===== src/rtl/zmod_adc_spi_arbiter.sv =====
// zmod_adc_spi_arbiter: round-robin arbiter sharing one ZMOD ADC SPI engine with a busy watchdog
module zmod_adc_spi_arbiter #(
  parameter int N_REQ = 3,
  parameter int TIMEOUT_CYCLES = 4096
) (
  input  logic                  clk,
  input  logic                  rst,
  input  logic [N_REQ-1:0]      i_req_valid,
  input  logic [24*N_REQ-1:0]   i24_req_cmd,
  output logic [N_REQ-1:0]      o_req_ready,
  output logic [N_REQ-1:0]      o_rsp_valid,
  output logic [7:0]            o8_rsp_data,
  output logic                  o_rsp_timeout,
  output logic [23:0]           o24_spi_cmd,
  output logic                  o_spi_start,
  input  logic                  i_spi_busy,
  input  logic [7:0]            i8_spi_rdata,
  output logic [1:0]            o2_owner,
  output logic                  o_busy
);
  typedef enum logic [2:0] {IDLE, ISSUE, WAIT_HI, WAIT_LO, RESPOND} state_e;
  state_e state_q, state_d;
  logic [1:0] last_q, last_d, owner_q, owner_d, sel;
  logic [23:0] cmd_q, cmd_d;
  logic [15:0] cnt_q, cnt_d;
  logic [7:0] data_q, data_d;
  logic tmo_q, tmo_d, found, hit;
  assign hit = cnt_q == 16'(TIMEOUT_CYCLES - 1);
  // Scan farthest-to-nearest so the requester right after last wins
  always_comb begin
    sel = '0;
    found = 1'b0;
    for (int i = N_REQ; i >= 1; i--) begin
      if (i_req_valid[(int'(last_q) + i) % N_REQ]) begin
        sel = 2'((int'(last_q) + i) % N_REQ);
        found = 1'b1;
      end
    end
  end
  always_comb begin
    state_d = state_q;
    last_d = last_q;
    owner_d = owner_q;
    cmd_d = cmd_q;
    cnt_d = cnt_q;
    data_d = data_q;
    tmo_d = tmo_q;
    o_req_ready = '0;
    o_rsp_valid = '0;
    o_spi_start = 1'b0;
    case (state_q)
      IDLE: if (found && !rst) begin
        o_req_ready = N_REQ'(1) << sel;
        owner_d = sel;
        cmd_d = i24_req_cmd[24*sel +: 24];
        state_d = ISSUE;
      end
      ISSUE: begin
        o_spi_start = 1'b1;
        cnt_d = '0;
        state_d = WAIT_HI;
      end
      WAIT_HI: begin
        cnt_d = cnt_q + 16'd1;
        if (hit) begin
          tmo_d = 1'b1;
          data_d = 8'h00;
          state_d = RESPOND;
        end else if (i_spi_busy) state_d = WAIT_LO;
      end
      WAIT_LO: begin
        cnt_d = cnt_q + 16'd1;
        // A fall on the terminal count still counts as a normal completion
        if (!i_spi_busy) begin
          data_d = cmd_q[23] ? i8_spi_rdata : 8'h00;
          state_d = RESPOND;
        end else if (hit) begin
          tmo_d = 1'b1;
          data_d = 8'h00;
          state_d = RESPOND;
        end
      end
      RESPOND: begin
        o_rsp_valid = N_REQ'(1) << owner_q;
        last_d = owner_q;
        tmo_d = 1'b0;
        state_d = IDLE;
      end
      default: state_d = IDLE;
    endcase
  end
  always_ff @(posedge clk) begin
    if (rst) begin
      state_q <= IDLE;
      last_q <= 2'(N_REQ - 1);
      owner_q <= '0;
      cmd_q <= '0;
      cnt_q <= '0;
      data_q <= '0;
      tmo_q <= 1'b0;
    end else begin
      state_q <= state_d;
      last_q <= last_d;
      owner_q <= owner_d;
      cmd_q <= cmd_d;
      cnt_q <= cnt_d;
      data_q <= data_d;
      tmo_q <= tmo_d;
    end
  end
  assign o24_spi_cmd = cmd_q;
  assign o2_owner = owner_q;
  assign o8_rsp_data = data_q;
  assign o_rsp_timeout = tmo_q;
  assign o_busy = state_q != IDLE;
endmodule


===== config.mk =====
export PLATFORM = sky130hd
export DESIGN_NAME = zmod_adc_spi_arbiter
export DESIGN_NICKNAME = d
export VERILOG_FILES = /design/src/rtl/zmod_adc_spi_arbiter.sv
export SDC_FILE = /design/constraint.sdc
export NUM_CORES = 1
export LEC_CHECK = 0
export BUFFER_PORTS_ARGS = -buffer_cell sky130_fd_sc_hd__buf_2
export CELL_PAD_IN_SITES_DETAIL_PLACEMENT = 2
export CELL_PAD_IN_SITES_GLOBAL_PLACEMENT = 2
export CORE_UTILIZATION = 30
export DETAILED_ROUTE_END_ITERATION = 16
export HOLD_SLACK_MARGIN = 0.06
export PLACE_DENSITY = 0.87
export REMOVE_ABC_BUFFERS = 1
export SYNTH_ARGS = -nofsm -noshare
export SYNTH_HDL_FRONTEND = slang
export SYNTH_SLANG_ARGS = --single-unit

===== constraint.sdc =====
create_clock -name clk -period 8.6 [get_ports clk]
set_clock_uncertainty 0.15 [all_clocks]
set_input_delay 0.43 -clock clk [delete_from_list [all_inputs] [get_ports clk]]
set_output_delay 0.43 -clock clk [all_outputs]
set_load 0.01 [all_outputs]

# Word level (Yosys, flattened, before mapping)
# Cells that the tools add are included.
# Widths: inputs -> output; s select.
[totals]
reg_bits = 56
in_bits = 86
out_inout_bits = 43
wordCells = 74
[classes]
addsub = 4
multipliers = 1
div_mod_pow = 3
magnitude_cmp = 3
n_eq_ne = 9
shift = 3
muxes = 33
n_reduce_logical = 11
[op_table]
columns = ["operator", "count"]
rows = [
  ["$lt 32x4->1 const B", 3],
  ["$mod 32x3->32 const B", 3],
  ["$shiftx 72x8->24", 1],
  ["$pmux 16 s2", 1],
  ["$mux 3", 8],
  ["$mux 8", 3],
  ["$add 16x1->16 const B", 1],
  ["$eq 16x12->1 const B", 1],
  ["$pmux 8 s2", 1],
  ["$mux 1", 12],
  ["$pmux 3 s4", 1],
  ["$add 2x2->3 const B", 2],
  ["$bmux 1 s2", 3],
  ["$eq 3x2->1 const B", 2],
  ["$mux 2", 3],
  ["$ne 3x3->1 const B", 2],
  ["$reduce_bool 3->1", 2],
  ["$shl 1x2->3 const A", 2],
  ["$mul 2x2->4 const A", 1],
  ["$ne 2x2->1 const B", 2],
  ["$reduce_and 2->1", 2],
  ["$reduce_bool 2->1", 2],
  ["$add 2x1->3 const B", 1],
  ["$eq 3x1->1 const B", 1],
  ["other kinds (7)", 7],
]

# Logic depth before layout (Yosys ltp)
[depth]
ltp_word = 11
depth_mapped = 11
depth_no_buf = 8

# Worst setup path after synthesis
# Ideal clock, no wire load.
[synth_path]
kind = "flip-flop to output port"
startpoint = "reg last_q[0]"
endpoint = "out o_req_ready[1]"
arrival_ps = 2458
required_time_ps = 8020
slack_ps = 5562
stages_incl_launch_ff = 10
path_buffers = 2
path_cell_list = "dfxtp_1 > inv_1 > ha_1 > buf_2 > clkinv_1 > mux2_1 > or3b_1 > a32oi_4 > buf_8 > nor2b_1"
[synth_via]
elab_chain_cells = 11
elab_cells_between_ends = 25
classes_between = "3 x add/sub; 3 x div; 1 x shift; 17 x mux; 1 x reduce/logical"
[synth_rtl]
columns = ["item", "line_no", "rtl"]
rows = [
  ["start: declaration", "23", "logic [1:0] last_q, last_d, owner_q, owner_d, sel;"],
  ["start signal: assignment", "95", "last_q <= 2'(N_REQ - 1);"],
  ["start signal: assignment", "103", "last_q <= last_d;"],
  ["$add 2x2->3", "34, 35", ""],
  ["$mod 32x3->32", "34, 35", ""],
  ["$bmux 1 s2", "34", "if (i_req_valid[(int'(last_q) + i) % N_REQ]) begin"],
  ["$mux 1 (implied by the code) (2 in series)", "34", ""],
  ["$mux 2 or $mux 1 (tied branches) (3 in series)", "34", ""],
  ["$shl 1x2->3 or $logic_and 1x1->1 (tied branches)", "53, 52", ""],
  ["$mux 3 (*)", "52", "IDLE: if (found && !rst) begin"],
  ["$mux 3 (*)", "51", "case (state_q)"],
  ["end: declaration", "10", "output logic [N_REQ-1:0] o_req_ready,"],
]
# Mark *: on every way between the ends. The rest lies on a longest branch, timed or not. The select of a mux whose other input is x is not followed.

# Final worst setup path
# Ends and elaborated chain as after synthesis.

==> results.yml <==
synthesis:
  synth.mux.area_fraction_pct: 10.3
  synth_top_family_by_area: "simple AND/OR/NAND/NOR gates"
  yosysTopAreaCell: "dfxtp_1"
  synth_simple_gate_area_share_pct: 28.1
  synth_top_area_share_pct: 35.3
  yosys_warnings: 0
  ys_async_sr_fraction_pct: 0
  synth_top_flop_cell: "dfxtp_1"
  synth_area_leaders: "dfxtp_1, mux2i_1, o211ai_2"
  avgSynthCellArea_um2: 9.02
  synth-seq-area-share_pct: 35.3
  netlist_instances: 352
  synth_cell_type_count: 50
  synth_seq_cells: 56
  synth_compound_area_share_pct: 19.4
  synth-edff-count: 0
  synthAdderAreaFrac_pct: 1.97
  synth_xor_area_share_pct: 0
  synth_area_mm2: 0.00317
floorplan:
  die_h_um: 105
  core_area_mm2: 0.0103
  die_width_um: 105
  initial_core_util_pct: 30.9
  die-area_mm2: 0.0110
  fp-row-count: 37
  pin_count: 129
placement:
  place_congestion: 0.810
  place_hpwl_mm: 8.62
  portBuffers: 128
timing:
  hold_viol: 0
  maxSlewHeadroom_pct: 32.2
  finalSetupTns_ns: 0
  setup_violations: 0
  final-max-slew-violation-count: 0
  grt_setup_unrepaired: "no"
  fmax_ghz: 0.268
  hold_slack_ns: 0.202
  final.min_clock_period_ns: 3.73
  fin_crit_sh_pct: 43.4
  tightest_slew_ns: 1.02
setup_path:
  cp.required_ns: 8.02
  cp-end-kind: "primary output"
  cp_cell_sequence: "inv_1 > ha_1 > clkinv_1 > mux2_1 > or3b_1 > a32oi_4 > buf_4 > nor2b_1 > buf_2"
  rrSetupSlack_ns: 5.35
  critPathBufInv: 4
  worstPathMaxFanout: 25
  critPathArrivalTime_ns: 3.15
  critPathSlowestCell: "ha_1"
  worstSetupPathType: "reg -> out"
  cpLargestDelayFamily: "buffers and inverters"
  r2r_cells: 9
  crit_path_start: "last_q[0]"
  cp_num_cells: 9
  crit_end: "o_req_ready[1]"
  critPathMaxStageDelay_ns: 0.45
  setup.worst_path.start_class: "flop"
  r2r-start: "last_q[0]"
  r2r_end: "o24_spi_cmd[19]"
global_route:
  grt_pass1_wl_mm: 18.4
  grt_max_degree: 72
  grt_pass1_vias: 3544
  antenna_found_initial: 0
  grt.total_usage_pct: 20.6
  grt-ovfl-total: 0
detailed_routing:
  routed_wl_mm: 11.4
  antenna_left: 0
  viasPerCell: 5.44
  vias: 3267
  drtIter0Drc: 96
  dr.pass1.iters: 4
  drcViolationCount: 0
  wl_per_cell_um: 19.0
job:
  drv_cap: 0
pwr:
  power_frac_clock_pct: 23.6
  pwr-share-comb_pct: 28.6
  p_int_w: 0.000416
  p_seq_share_pct: 47.8
  power_density_mw_per_mm2: 160
  p_sw_w: 0.000219
  power.leakage_nw: 1.68
  switching_share_pct: 34.5
  vdd_drop_max_mv: 0.0781
min_path:
  whs_path_depth: 3
  hold_path.class: "in -> reg"
final_layout:
  synthToLayoutAreaGrowth_pct: 24.9
  insertedDiodeCount: 0
  num-nets-final: 555
  layout-drive-gt1-share_pct: 35.9
  fillers: 1205
clocking:
  cts_tree: "yes"
  cts_made_buffers: 5
  post_cts_resized: 0
  root_buffer: "clkbuf_8"
  clk_latency_ns: 0.31
  cts_setup_buffers: 0
  cts_hold_repair.buffers: 0
  cts.clk_slew.worst_paths_ns: 0.11
  clock_path_buffers: 2
  cts-htree-levels: 2
  numClockSinks: 56
outcome:
  status: "completed"
==> worst register-to-register path: cells and delay by family, from the launching register on <==
kind / cells / cell delay, ns
adders and majority gates: 1 / 0.45
buffers and inverters: 3 / 0.77
and+or+nand+nor: 1 / 0.39
muxes: 2 / 0.63
AOI/OAI and AO/OA: 2 / 0.35
DFF: 1 / 0.41
==> Yosys cell counts, types with 2 or more instances <==
cell type,count
buf_2,3
nand2_1,19
or3_1,5
and3_1,3
ha_1,5
a22oi_1,8
a211oi_1,2
o21a_1,2
nor2_1,33
nor3_1,2
a311oi_1,5
clkbuf_1,18
buf_1,3
or2_2,4
nand4b_1,16
nand4_1,3
a21oi_1,11
a31oi_1,4
mux2_2,3
inv_1,4
nor4b_1,2
nor3b_1,2
o211ai_2,17
nor2b_1,5
o211ai_1,8
mux2i_1,26
nand3_1,25
nand2b_1,5
dfxtp_1,56
nand3b_1,25
o21ai_0,7
nor4_1,3
==> per-stage QoR <==
step / std cells / total power [W] / cell area (um2) / worst slack [ns] / utilization [%]
6_report: 601 / 0.000635 / 3970 / 4.87 / 38.6
5_1_grt: 601 / 0.000668 / 3970 / 4.71 / 38.6
4_1_cts: 601 / 0.000643 / 3970 / 4.87 / 38.6
3_5_place_dp: 593 / 0.000491 / 3880 / 5.22 / 37.7
3_3_place_gp: 593 / 0.000481 / 3880 / 5.38 / 37.7
2_1_floorplan: 325 / 0.000402 / 3040 / 5.18 / -
==> power by group through the flow <==
| stage | registers, W | clock network (W) | logic, W |
|---|---|---|---|
| finish | 0.000303 | 0.000150 | 0.000182 |
| global route | 0.000306 | 0.000164 | 0.000198 |
| CTS | 0.000304 | 0.000155 | 0.000184 |
| detailed placement | 0.000309 | 0 | 0.000182 |
| global placement | 0.000306 | 0 | 0.000175 |
| floorplan | 0.000315 | 0 | 0.0000866 |
==> layer usage <==
metal | GRT usage, % | routed length (um)
met1 | 23.5 | 4700
met2 | 37.7 | 5870
met4 | 4.43 | 136
met3 | 6.05 | 715
met5 | 0 | 0
==> worst min-delay path by stage <==
stage / startpoint / endpoint / slack [ns]
finish: i8_spi_rdata[1] / o8_rsp_data[1] / 0.20
global route: i8_spi_rdata[4] / o8_rsp_data[4] / 0.20
CTS: i8_spi_rdata[1] / o8_rsp_data[1] / 0.19
detailed placement: o24_spi_cmd[13] / o24_spi_cmd[13] / 0.35
global placement: cnt_q[10] / cnt_q[10] / 0.32
floorplan: cnt_q[10] / cnt_q[10] / 0.29
==> cell usage in the layout, fill, tap and decap left out, drive strengths merged, types with 11 or more instances in the layout <==
master,n
a21oi,11
buf,132
dfxtp,56
mux2i,27
nand2,19
nand3,25
nand3b,25
nand4b,16
nor2,33
o211ai,25
==> flip-flops by register name, indices dropped and copies added, names as in the netlist <==
name,count
o24_spi_cmd,24
o2_owner,2
state_q,3
o8_rsp_data,8
cnt_q,16
o_rsp_timeout,1
last_q,2
==> cell type report <==
| cell class | instances | area, um2 | share of cell area [%] |
|---|---|---|---|
| timing repair buffer | 132 | 671 | 16.9 |
| sequential | 56 | 1120 | 28.3 |
| multi-input combinational | 264 | 1900 | 47.9 |
| clock buffer | 6 | 72.6 | 1.83 |
| inverter | 5 | 18.8 | 0.473 |
| clock inverter | 2 | 13.8 | 0.347 |
| tap | 136 | 170 | 4.29 |
==> cell families (layout without fill, tap and decap cells) <==
logic type | Yosys count | in the layout
AOI/OAI and AO/OA | 73 | 73
adders and majority gates | 5 | 5
buffers and inverters | 32 | 145
DFF | 56 | 56
muxes | 31 | 31
and+or+nand+nor | 155 | 155
Note: power is estimated with default switching activity, not from simulation.
